$ cat src/rtl/mips_mc_controller.sv
// Multicycle MIPS control unit: main FSM with registered Moore outputs plus ALU decoder.
// Optional feature: define MC_BNE_EN to decode bne (op 000101) into the BNEEX state.
module mips_mc_controller #(
    parameter bit ILLEGAL_TRAP = 1'b0
) (
    input  logic       clk,
    input  logic       reset,
    input  logic [5:0] op,
    input  logic [5:0] funct,
    input  logic       zero,
    output logic [2:0] alucontrol,
    output logic       alusrca,
    output logic [1:0] alusrcb,
    output logic [1:0] pcsrc,
    output logic       iord,
    output logic       irwrite,
    output logic       memwrite,
    output logic       regwrite,
    output logic       regdst,
    output logic       memtoreg,
    output logic       pcen,
    output logic       illegal,
    output logic [3:0] state_o
);

    typedef enum logic [3:0] {
        FETCH  = 4'd0,  DECODE = 4'd1,  MEMADR = 4'd2,  MEMRD  = 4'd3,
        MEMWB  = 4'd4,  MEMWR  = 4'd5,  RTEX   = 4'd6,  RTWB   = 4'd7,
        BEQEX  = 4'd8,  ADDIEX = 4'd9,  ADDIWB = 4'd10, JEX    = 4'd11,
        BNEEX  = 4'd12, HALT   = 4'd15
    } state_t;

    typedef struct packed {
        logic [2:0] alucontrol;
        logic       alusrca;
        logic [1:0] alusrcb;
        logic [1:0] pcsrc;
        logic       iord;
        logic       irwrite;
        logic       memwrite;
        logic       regwrite;
        logic       regdst;
        logic       memtoreg;
        logic       pcwrite;
        logic       branch;
        logic       bne;
    } ctrl_t;

    state_t state, state_next;
    ctrl_t  ctrl;
    logic   funct_legal;
    logic   op_legal;
    logic [2:0] rt_alu;

    always_comb begin
        funct_legal = 1'b1;
        rt_alu      = 3'b010;
        case (funct)
            6'b100000: rt_alu = 3'b010;
            6'b100010: rt_alu = 3'b110;
            6'b100100: rt_alu = 3'b000;
            6'b100101: rt_alu = 3'b001;
            6'b101010: rt_alu = 3'b111;
            6'b011000: rt_alu = 3'b101;
            default:   funct_legal = 1'b0;
        endcase
    end

    always_comb begin
        op_legal   = 1'b1;
        state_next = state;
        case (state)
            FETCH:  state_next = DECODE;
            DECODE: begin
                case (op)
                    6'b100011, 6'b101011: state_next = MEMADR;
                    6'b000100:            state_next = BEQEX;
                    6'b001000:            state_next = ADDIEX;
                    6'b000010:            state_next = JEX;
`ifdef MC_BNE_EN
                    6'b000101:            state_next = BNEEX;
`endif
                    6'b000000:            if (funct_legal) state_next = RTEX;
                                          else op_legal = 1'b0;
                    default:              op_legal = 1'b0;
                endcase
                if (!op_legal) state_next = ILLEGAL_TRAP ? HALT : FETCH;
            end
            MEMADR: state_next = (op == 6'b101011) ? MEMWR : MEMRD;
            MEMRD:  state_next = MEMWB;
            RTEX:   state_next = RTWB;
            ADDIEX: state_next = ADDIWB;
            HALT:   state_next = HALT;
            default: state_next = FETCH;
        endcase
    end

    // Output bundle for the state being entered; registered so outputs follow state exactly.
    function automatic ctrl_t ctrl_for(input state_t s, input logic [2:0] rt_code);
        ctrl_t c;
        c = '0;
        c.alucontrol = 3'b010;
        case (s)
            FETCH:  begin c.alusrcb = 2'b01; c.irwrite = 1'b1; c.pcwrite = 1'b1; end
            DECODE: c.alusrcb = 2'b11;
            MEMADR: begin c.alusrca = 1'b1; c.alusrcb = 2'b10; end
            MEMRD:  c.iord = 1'b1;
            MEMWB:  begin c.memtoreg = 1'b1; c.regwrite = 1'b1; end
            MEMWR:  begin c.iord = 1'b1; c.memwrite = 1'b1; end
            RTEX:   begin c.alusrca = 1'b1; c.alucontrol = rt_code; end
            RTWB:   begin c.regdst = 1'b1; c.regwrite = 1'b1; end
            BEQEX, BNEEX: begin
                c.alusrca = 1'b1; c.alucontrol = 3'b110; c.pcsrc = 2'b01;
                c.branch = 1'b1;  c.bne = (s == BNEEX);
            end
            ADDIEX: begin c.alusrca = 1'b1; c.alusrcb = 2'b10; end
            ADDIWB: c.regwrite = 1'b1;
            JEX:    begin c.pcsrc = 2'b10; c.pcwrite = 1'b1; end
            default: ;
        endcase
        return c;
    endfunction

    always_ff @(posedge clk) begin
        if (reset) begin
            state <= FETCH;
            ctrl  <= ctrl_for(FETCH, 3'b010);
        end else begin
            state <= state_next;
            ctrl  <= ctrl_for(state_next, rt_alu);
        end
    end

    // Write-side enables are masked while reset is high so an abandoned instruction never commits.
    assign alucontrol = ctrl.alucontrol;
    assign alusrca    = ctrl.alusrca;
    assign alusrcb    = ctrl.alusrcb;
    assign pcsrc      = ctrl.pcsrc;
    assign iord       = ctrl.iord;
    assign regdst     = ctrl.regdst;
    assign memtoreg   = ctrl.memtoreg;
    assign irwrite    = ctrl.irwrite  & ~reset;
    assign memwrite   = ctrl.memwrite & ~reset;
    assign regwrite   = ctrl.regwrite & ~reset;
    assign pcen       = (ctrl.pcwrite | (ctrl.branch & (zero ^ ctrl.bne))) & ~reset;
    assign illegal    = (state == DECODE) & ~op_legal & ~reset;
    assign state_o    = state;

endmodule

$ cat config.mk
export PLATFORM = sky130hd
export DESIGN_NAME = mips_mc_controller
export DESIGN_NICKNAME = d
export VERILOG_FILES = /design/src/rtl/mips_mc_controller.sv
export SDC_FILE = /design/constraint.sdc
export NUM_CORES = 1
export LEC_CHECK = 0
export ABC_AREA = 1
export CORE_UTILIZATION = 45
export CTS_CLUSTER_DIAMETER = 100
export CTS_CLUSTER_SIZE = 14
export DETAILED_ROUTE_END_ITERATION = 16
export GPL_TIMING_DRIVEN = 0
export PLACE_DENSITY = 0.87
export SKIP_CTS_REPAIR_TIMING = 1
export SLEW_MARGIN = 15
export SYNTH_ARGS = -nofsm -noshare
export SYNTH_HDL_FRONTEND = slang
export SYNTH_SLANG_ARGS = --single-unit
$ cat constraint.sdc
create_clock -name clk -period 2.4 [get_ports clk]
set_clock_uncertainty 0.2 [all_clocks]
set_input_delay 0.48 -clock clk [delete_from_list [all_inputs] [get_ports clk]]
set_output_delay 0.48 -clock clk [all_outputs]
set_load 0.02 [all_outputs]
Word-level counts from Yosys, hierarchy flattened
Index checks and enable logic that the tools add are counted. W data, S select, Z words.

Input port bits: 15. Bits in writable memories: 0. Logic and storage cells: 91. ROM bits: 0. Latch bits: 0. Register bits: 21. Memories: 0.

Shift-type cells: 0. Divide/modulo/power cells: 0. Muxes and demuxes: 23. Bitwise logic cells: 12. Equality and inequality tests: 29. $mul: 0. Order comparisons: 0. $add $sub $neg: 0. Reductions and logical operators: 13.

Operators by type and width (count): $eq A6 B6 Y1 const B (7); $eq A4 B4 Y1 const B (7); $pmux W4 S7 (1); $eq A4 B3 Y1 const B (5); $pmux W4 S5 (1); $eq A4 B2 Y1 const B (4); $pmux W3 S5 (1); $mux W1 (12); $reduce_or A2 Y1 (6); $reduce_or A5 Y1 (2); $eq A4 B1 Y1 const B (2); $logic_not A4 Y1 (2); $mux W4 (2); $and A1 B1 Y1 (7); $eq A6 B2 Y1 const B (1); $eq A6 B3 Y1 const B (1); $eq A6 B4 Y1 const B (1); $eq A6 B5 Y1 const B (1); $logic_not A6 Y1 (1); $pmux W2 S3 (1); $pmux W3 S2 (1); $reduce_or A6 Y1 (1); $pmux W2 S2 (1); $mux W3 (1); 6 further kinds (8).

Logic depth before layout (Yosys ltp)
Gate-level depths: netlist of the first run.

Depth in word-level cells: 12. Mapped depth: 13. Depth with buffers taken out: 13.

Worst setup path after synthesis of the first run
No wires, ideal clock.

Kind: input port to output port. From: input op[2]. To: output illegal. Path slack: 0.267 ns. Stages: 7. Data arrival time: 1.453 ns. Required time: 1.720 ns. Buffers on the path: 0. Cells stage by stage: nor2_2 > inv_2 > nand2_2 > nor2_1 > nor2_1 > nand2_2 > nor3_1.

Cells in the longest elaborated chain, start to end: 8. Elaborated cells on any way between the ends: 13. Those cells by class: eq/ne: 5; mux: 3; bitwise: 3; reduce/logical: 2.

Ends and longest elaborated chain: start: declaration (RTL line 8) `input logic [5:0] op,`; $eq A6 B6 Y1 (tied with other cells) (RTL line 75) `case (op)`; $reduce_or A5 Y1 (no source line); $pmux W1 S2 * (RTL line 75); $mux W1 * (2 in a row) (RTL line 72) `case (state)`; $not A1 Y1 * (RTL line 146) `assign illegal = (state == DECODE) & ~op_legal & ~reset;`; $and A1 B1 Y1 * (2 in a row) (RTL line 146); end: declaration (RTL line 22) `output logic illegal,`.

Mark *: on every way between the ends. The rest lies on a longest branch, timed or not. The select of a mux whose other input is x is not followed.

Worst setup path in the final report of the first run
From: input op[3]. To: output illegal.

The elaborated chain is that of the path after synthesis.

==> impl_metrics.yaml, run 1 <==
synth:
  ys_seq_area_share_pct: 33.9
  synth_fa_ha_area_share_pct: 0
  synth_cell_types: 30
  netlist_area_mm2: 0.00118
  ys_ff_latch: 20
  synth_mux_area_share_pct: 0
  synth_xor_area_share_pct: 0.742
  synth_simple_gate_area_share_pct: 45.1
  ys_warn_count: 0
  postSynthAreaPerCell_um2: 6.98
  syn_nets: 184
  synth_compound_area_share_pct: 5.94
  synth_cells: 169
  synth_top_family_by_area: "simple AND/OR/NAND/NOR gates"
routing:
  wire_per_inst_um: 9.57
  drtPass1Iterations: 4
  postRouteAntennaNets: 0
  vias: 1134
  drt_iter0_drc: 29
  routed_via_density: 4.81
  wl_mm: 2.26
  drc: 0
outcome:
  status: "finished, violations left"
  violations: "setup timing"
finish:
  final_nets: 222
  final_common_cell: "nor2_1"
  antenna_cells: 0
  area_growth_pct: 35.5
  final_cell_mix: "30 x nor2_1, 29 x clkdlybuf4s50_1, 22 x nand2_1"
  layout-drive-gt1-share_pct: 21.8
setup_path:
  crit_path_end_kind: "primary output"
  rr_endpoint: "alusrca$_SDFF_PP0_"
  start_kind: "primary input"
  crit_arrival_ps: 1850
  crit_path_max_fanout: 3
  reg2reg_slack_ps: 560
  path_class: "primary input to primary output"
  reg2reg_depth: 10
  reg2reg_from: "state_o[1]$_SDFF_PP0_"
  critPathRequiredTime_ps: 1720
grt:
  grt_overflow: 0
  antenna_found_initial: 0
  grt_max_degree: 12
  grt_pass1_wl_mm: 3.66
  grt.total_usage_pct: 17.7
  grt_pass1_vias: 918
power_and_ir_drop:
  power_density_mw_per_mm2: 413
  sw_frac_of_total_pct: 26.1
  peakVddDrop_mv: 0.336
  p_leak_uw: 0.000792
  power_frac_seq_pct: 51.9
  p_clk_share_pct: 29.3
  cell_internal_pwr_uw: 489
  p_sw_uw: 172
  power_frac_comb_pct: 18.9
hold_path:
  min_from: "reset"
  hp-class: "primary input to register"
  hold_depth: 2
  holdPathEnd: "state_o[0]$_SDFF_PP0_"
job:
  cap_viol_max_count: 0
timing:
  hold_ws_ps: 291
  fmax_mhz: 396
  tns_ps: -250
  setup-violations-final: 4
  hold_viol_final: 0
  drv_slew: 0
  grt_setup_unrepaired: "yes"
  min_period_over_period_pct: 105
  post-route-min-period_ps: 2530
  finalWorstSetupSlack_ps: -125
clock_tree:
  numCtsBuffers: 3
  htree_levels: 1
  path_clk_slew_ps: 110
  cts_root_buf: "clkbuf_4"
  cts_tree: "yes"
  clock-sinks: 20
  insertion_delay_ps: 300
  cts_buffer_depth: 2
placed_design:
  hpwl_mm: 1.77
  io_buffers: 33
  finalWeightedCongestion: 0.817
floorplan:
  chipHeight_um: 53.2
  row_count: 18
  initial_utilization_pct: 47.6
  pin_count: 35
  die_x_um: 53.2
  fp.dieArea_mm2: 0.00283
  core_area_mm2: 0.00248
## cells by family after synthesis
kind of cell | after synthesis
AO/OA/AOI/OAI | 10
XOR/XNOR | 1
buffers and inverters | 36
flip-flops | 20
other | 1
AND/OR/NAND/NOR | 101
## routing by layer
metal  GRT usage (%)  part of all wire [%]
met1            20.6                    46
met2            30.0                    48
met3            2.87                   3.6
met4            10.1                   2.0
met5               0                     0
## final cells by class
class / count / area, um^2
clock buffer: 4 / 36.3
fill: 219 / 878
timing repair buffer: 33 / 333
multi-input combinational: 113 / 627
inverter: 26 / 97.6
buffer: 10 / 67.6
tap: 30 / 37.5
sequential: 20 / 400
## state kept, by name, summed over array words and instances (netlist names)
signal,flops
regdst,1
state_o,4
iord,1
memtoreg,1
ctrl,5
alucontrol,3
alusrca,1
alusrcb,2
pcsrc,2
## worst max path at each step
stage,end,from,cells past startpoint,slack [ps]
final,illegal,op[3],8,-130
after global routing,illegal,op[4],8,-220
after CTS,illegal,op[2],9,-640
after detailed placement,illegal,op[2],9,-640
after global placement,illegal,op[2],9,-620
after floorplan,illegal,op[2],7,270
## power groups by stage
stage / clock, uW / combinational, uW / sequential [uW]
finish: 193 / 125 / 343
global route: 209 / 138 / 344
CTS: 194 / 124 / 343
detailed placement: 0 / 124 / 351
global placement: 0 / 122 / 350
floorplan: 0 / 70.1 / 353
## cells in the mapped netlist
cell type | n | area, um^2
a31oi_2 | 1 | 12.5
nand4_1 | 7 | 43.8
nand3b_1 | 2 | 15.0
a211oi_1 | 1 | 7.51
a21oi_1 | 1 | 5.00
nand2_2 | 4 | 25.0
a21oi_2 | 2 | 17.5
nor3_2 | 1 | 10.0
nand2_4 | 2 | 22.5
nor3_4 | 1 | 16.3
clkbuf_1 | 2 | 7.51
a31oi_1 | 1 | 6.26
inv_2 | 6 | 22.5
buf_4 | 8 | 60.1
o21ai_1 | 3 | 15.0
nor2_1 | 31 | 116
nand3_2 | 3 | 30.0
o22ai_1 | 1 | 6.26
xor2_1 | 1 | 8.76
nor2_4 | 2 | 22.5
nor3_1 | 2 | 10.0
dfxtp_1 | 20 | 400
conb_1 | 1 | 3.75
nor4_1 | 1 | 6.26
inv_1 | 20 | 75.1
nand2_1 | 22 | 82.6
and2_1 | 1 | 6.26
nor2_2 | 6 | 37.5
nand4_2 | 1 | 12.5
nand3_1 | 15 | 75.1
## stage by stage
step / worst slack (ps) / power (uW) / util [%] / std cells / cell area, um^2
floorplan: 267 / 423 / - / 169 / 1180
global placement: -622 / 473 / 62.5 / 232 / 1550
detailed placement: -636 / 474 / 62.5 / 232 / 1550
CTS: -645 / 661 / 63.9 / 236 / 1580
global route: -220 / 691 / 64.5 / 236 / 1600
finish: -125 / 661 / 64.5 / 236 / 1600
## worst max-delay path, stage by stage
cell             delay [ps]
clkdlybuf4s50_1         550
nor2_4                   60
nand4_2                  90
nand2_1                 100
nor2_2                  130
nand2_2                  90
nor3_1                  140
buf_2                   190
Power figures use the tool's default switching activity.
==> inputs of run 2 (changes only) <==
Settings changed: CAP_MARGIN from default to 40.
==> results of run 2 <==
Final layout, timing and power as in run 1 (identical DEF).
==> edit 1 (settings of run 1) <==
Change the parameter `ILLEGAL_TRAP` from 1'b0 to 1'b1.
--- a/src/rtl/mips_mc_controller.sv
+++ b/src/rtl/mips_mc_controller.sv
@@ -3,3 +3,3 @@
 module mips_mc_controller #(
-    parameter bit ILLEGAL_TRAP = 1'b0
+    parameter bit ILLEGAL_TRAP = 1'b1
 ) (
Check against the original RTL: not equivalent (Yosys sat finds a counterexample within 4 cycles, from zero or initial values and one cycle with reset high).
==> edit 1 against run 1 <==
The run still ends with setup timing left. First-iteration DRC count down 14%. Sequential cell count is the same. Cell count rose by 3.4%. Worst setup slack gained 0.025 ns. Routed wire length grew 9.1%. Cell area increased by 3.1%. Area after synthesis up 3.8%. Worst hold slack got worse by 0.024 ns.
Power is not compared: it rests on default switching activity, and its combinational part moved more than twofold at a synthesized area within 25%.
==> edit 1: results (changes against run 1) <==
total CTS buffers 3 (unchanged); number of DRC markers after the initial detailed-route iteration 25 (-14%); share of layout cells above drive strength 1 0.271 (+0.0526); # nets final 231 (+4.1%); CTS max path bufs 2 (unchanged); number of different library cells in the post-synthesis netlist 27 (-10%); outcome finished, violations left; net switching fraction of the power 0.463; Synth Area in Adders 0 (unchanged); critical-path cell with the highest stage delay clkdlybuf4s50_1; Post-Synth XOR/XNOR Area 0.0143 (+0.00688); drc violations 0 (unchanged); top post-synthesis cells by count nor2_1, nand2_1, inv_1, dfxtp_1; total wirelength of the detailed-routed design 2460 um (+9.1%); last weighted congestion value of the routability-driven placer 0.842 (+3.0%); total power 0.00159 W; CTS Root Cell clkbuf_4; Crit path largest cell delay 0.49 ns (-0.06 ns); largest net degree at the start of global routing 11 (-1); warning count from the yosys run 0 (unchanged); via count of the first global-routing pass 1,030 (+12%); worst endpoint data arrival time 1.82 ns (-0.03 ns); leakage power figure 0.813 nW; violations in the final reports setup timing; worst vdd ir 812 uV; number of fill cells 228 (+4.1%); max FFs per register 5 (unchanged); cell family with most CP delay simple AND/OR/NAND/NOR gates; Final Setup Violations 1 (-3); cells taking the most area after synthesis dfxtp_1, nor2_1, nand2_1; multiplexer share of the synthesized area 0 (unchanged); clock slew seen by the registers of the worst setup and hold paths 0.10 ns; sequential cell power 0.000477 W; compound-gate portion of the synthesized area 0.0592 (-0.000141); net count after synthesis 191 (+3.8%); share of flip-flops with an asynchronous set or reset after synthesis 0 (unchanged); via total after detailed routing 1,178 (+3.9%); highest net fanout along the worst path 5 (+2); power dissipated in combinational cells 0.000960 W; global-route wire length before repair 4050 um (+11%); power per cell area 965 nW/um^2; number of H-tree levels 1 (unchanged); clock insertion delay at the later pin of the skew report 0.29 ns; sequential fraction of the synthesis area 0.327 (-0.0125); Tightest Hold Check Type primary input to flop; overall global routing resource usage 0.188 (+0.0116); crit path setup slack, layout -0.100 ns (+0.0248 ns); worst setup timing slack at the placement stage -0.579 ns (+0.0574 ns); placed wire-length estimate 1930 um (+8.9%); PortBufs 33 (unchanged); Initial DRT Pass Iterations 5 (+1)
[edit 1: cell count changes in the layout (fill, tap and decap cells not counted), sizes merged, moves of 2 or more]
| cell | delta |
|---|---|
| nand2 | +8 |
| nor2 | +3 |
| o21ai | -3 |
| a21oi | +2 |
| inv | +2 |
| nand3 | -2 |
| nand3b | -2 |
| nor3 | -2 |
[edit 1: per-layer routing]
layer | global-route usage | wire [um] | vias up
met4 | 0.0513 | 21 | 0
met1 | 0.233 | 1120 | 529
met2 | 0.329 | 1220 | 27
met3 | 0.0339 | 102 | 4
li1 | - | - | 618
met5 | 0 | 0 | -
[edit 1: logic make-up after synthesis]
| kind of cell | count (synthesis) |
|---|---|
| AO/OA/AOI/OAI | 9 |
| XOR/XNOR | 2 |
| buffers and inverters | 38 |
| flip-flops | 20 |
| other | 1 |
| AND/OR/NAND/NOR | 106 |
[edit 1: final cells by class]
type / instances / area share
repair buffers: 35 / 0.214
clock buffers: 3 / 0.0137
flip-flops and latches: 20 / 0.243
inverters: 29 / 0.0661
well taps: 30 / 0.0228
plain buffers: 9 / 0.0380
multi-input cells: 118 / 0.402
[edit 1: final timing paths]
check	startpoint	end	slack (ns)	cells past startpoint
max	op[4]	illegal	-0.10	10
max reg2reg	state_o[0]	alucontrol[2]	0.41	13
min reg2reg	state_o[2]	regdst	0.44	2
min	reset	alucontrol[0]	0.27	2
[edit 1: metrics by stage]
step / util / TNS [ns] / instance area (sq um) / std cells / hold WS (ns)
floorplan: - / 0 / 1220 / 176 / 0.438
global placement: 0.631 / -1.03 / 1590 / 239 / 0.410
detailed placement: 0.631 / -1.37 / 1590 / 239 / 0.413
CTS: 0.640 / -1.05 / 1620 / 242 / 0.325
global route: 0.653 / -0.182 / 1650 / 244 / 0.259
finish: 0.653 / -0.100 / 1650 / 244 / 0.267
==> edit 2 (flow settings as in run 1) <==
Without the edit above. Register the inputs `op`, `funct` and `zero` before use, with the module's reset. The logic sees them one clock later.
--- a/src/rtl/mips_mc_controller.sv
+++ b/src/rtl/mips_mc_controller.sv
@@ -48,2 +48,18 @@
 
+    logic [5:0] op_q;
+    logic [5:0] funct_q;
+    logic zero_q;
+
+    always_ff @(posedge clk) begin
+        if (reset) begin
+            op_q    <= '0;
+            funct_q <= '0;
+            zero_q  <= '0;
+        end else begin
+            op_q    <= op;
+            funct_q <= funct;
+            zero_q  <= zero;
+        end
+    end
+
     state_t state, state_next;
@@ -57,3 +73,3 @@
         rt_alu      = 3'b010;
-        case (funct)
+        case (funct_q)
             6'b100000: rt_alu = 3'b010;
@@ -74,3 +90,3 @@
             DECODE: begin
-                case (op)
+                case (op_q)
                     6'b100011, 6'b101011: state_next = MEMADR;
@@ -88,3 +104,3 @@
             end
-            MEMADR: state_next = (op == 6'b101011) ? MEMWR : MEMRD;
+            MEMADR: state_next = (op_q == 6'b101011) ? MEMWR : MEMRD;
             MEMRD:  state_next = MEMWB;
@@ -144,3 +160,3 @@
     assign regwrite   = ctrl.regwrite & ~reset;
-    assign pcen       = (ctrl.pcwrite | (ctrl.branch & (zero ^ ctrl.bne))) & ~reset;
+    assign pcen       = (ctrl.pcwrite | (ctrl.branch & (zero_q ^ ctrl.bne))) & ~reset;
     assign illegal    = (state == DECODE) & ~op_legal & ~reset;
Behaviour: not the same (Yosys sat finds a counterexample within 4 cycles, from zero or initial values and one cycle with reset high).
==> edit 2 against run 1 <==
Critical path depth shrank 4. Sequential cell count grew 14. Die area grew 31%. Sequential share of layout area grew 8.8 points. Worst hold slack lost 0.052 ns. Worst setup slack gained 0.24 ns. Cell area grew 26%. Cell count grew 29%. Routed wire length grew 14%. Power grew 69%. Area after synthesis grew 33%.
==> edit 2: results (changes against run 1) <==
Logic pwr share 0.193 (+0.004); overall global routing resource usage 0.171 (-0.00564); worst endpoint data arrival time 1.61 ns (-0.24 ns); cell family with most CP delay buffers and inverters; number of DRC markers after the initial detailed-route iteration 31 (+6.9%); Crit path largest cell delay 0.62 ns (+0.07 ns); number of different library cells in the post-synthesis netlist 25 (-17%); leakage power figure 0.988 nW (+25%); clock insertion delay at the later pin of the skew report 0.33 ns (+0.03 ns); last weighted congestion value of the routability-driven placer 0.922 (+13%); clock slew seen by the registers of the worst setup and hold paths 0.08 ns (-0.03 ns); warning count from the yosys run 0 (unchanged); worst reg-to-reg path cell count 11 (+1); outcome finished clean; PortBufs 33 (unchanged); CTS Root Cell clkbuf_4; final routed wire length divided by cell count 8.46 um (-12%); global-route wire length before repair 4460 um (+22%); total CTS buffers 5 (+2); placed cell areas 1950 sq um (+26%); beginning of the worst register-to-register path state_o[3]; placed wire-length estimate 2030 um (+15%); via total after detailed routing 1,349 (+19%); largest net degree at the start of global routing 11 (-1); share of layout cells above drive strength 1 0.178 (-0.0402); top flop regs ctrl: 6 flops, funct_q: 6 flops, op_q: 6 flops; number of H-tree levels 2 (+1); sequential fraction of the synthesis area 0.435 (+0.0955); startpoint of the worst hold path reset; worst vdd ir 252 uV (-25%); cells taking the most area after synthesis dfxtp_1, nor2_1, inv_1; top post-synthesis cells by count nor2_1, inv_1, dfxtp_1, nand2_1, nand3_1; end of the worst hold path memtoreg; register-to-register setup slack 0.62 ns (+0.06 ns); share of flip-flops with an asynchronous set or reset after synthesis 0 (unchanged); worst setup timing slack at the placement stage -0.164 ns (+0.472 ns); net count after synthesis 234 (+27%); highest net fanout along the worst path 10 (+7); net switching component of the power 0.000300 W (+74%); crit path setup slack, layout 0.113 ns (+0.238 ns); via count of the first global-routing pass 1,102 (+20%); power share of the sequential group 0.545 (+0.026); # nets final 274 (+23%); CP Capture Point memwrite; start point of the critical path reset
[edit 2: changes by cell type in the layout (fill, tap and decap cells not counted), moves of 3 or more]
cell	before	now
clkdlybuf4s50_1	29	32
dlymetal6s2s_1	3	0
nand3_1	14	18
nand2_1	22	30
inv_1	19	36
nor2_2	6	2
nor2_1	30	47
nand2_2	4	8
dfxtp_1	20	33
[edit 2: routing by layer]
| metal | vias to the layer above | routed length, um | GRT usage |
|---|---|---|---|
| met3 | 4 | 143 | 0.0640 |
| met4 | 0 | 52 | 0.0877 |
| met2 | 44 | 1270 | 0.305 |
| met1 | 573 | 1110 | 0.175 |
| li1 | 728 | - | - |
| met5 | - | 0 | 0 |
[edit 2: logic make-up (layout without fill, tap and decap cells)]
logic type	count (synthesis)	after routing	synth area share
DFF	34	34	0.435
xor gates and xnor gates	1	1	0.00560
other	1	1	0.00240
AOI/OAI and AO/OA	7	7	0.0296
and+or+nand+nor	124	124	0.386
buffers and inverters	52	91	0.141
[edit 2: through the flow]
| step | hold WS [ns] | total power [W] | std cells | setup TNS (ns) |
|---|---|---|---|---|
| 5_1_grt | 0.232 | 0.00119 | 304 | -0.00998 |
| 4_1_cts | 0.271 | 0.00113 | 304 | -0.900 |
| 3_5_place_dp | 0.335 | 0.000838 | 298 | -0.552 |
| 6_report | 0.240 | 0.00112 | 304 | 0 |
| 3_3_place_gp | 0.331 | 0.000832 | 298 | -0.383 |
| 2_1_floorplan | 0.308 | 0.000765 | 219 | 0 |
[edit 2: cell type report]
| cell class | instances | area (sq um) |
|---|---|---|
| fill | 315 | 1320 |
| sequential | 34 | 682 |
| multi-input combinational | 133 | 673 |
| timing repair buffer | 33 | 328 |
| inverter | 42 | 158 |
| buffer | 10 | 66.3 |
| tap | 46 | 57.6 |
| clock buffer | 6 | 51.3 |
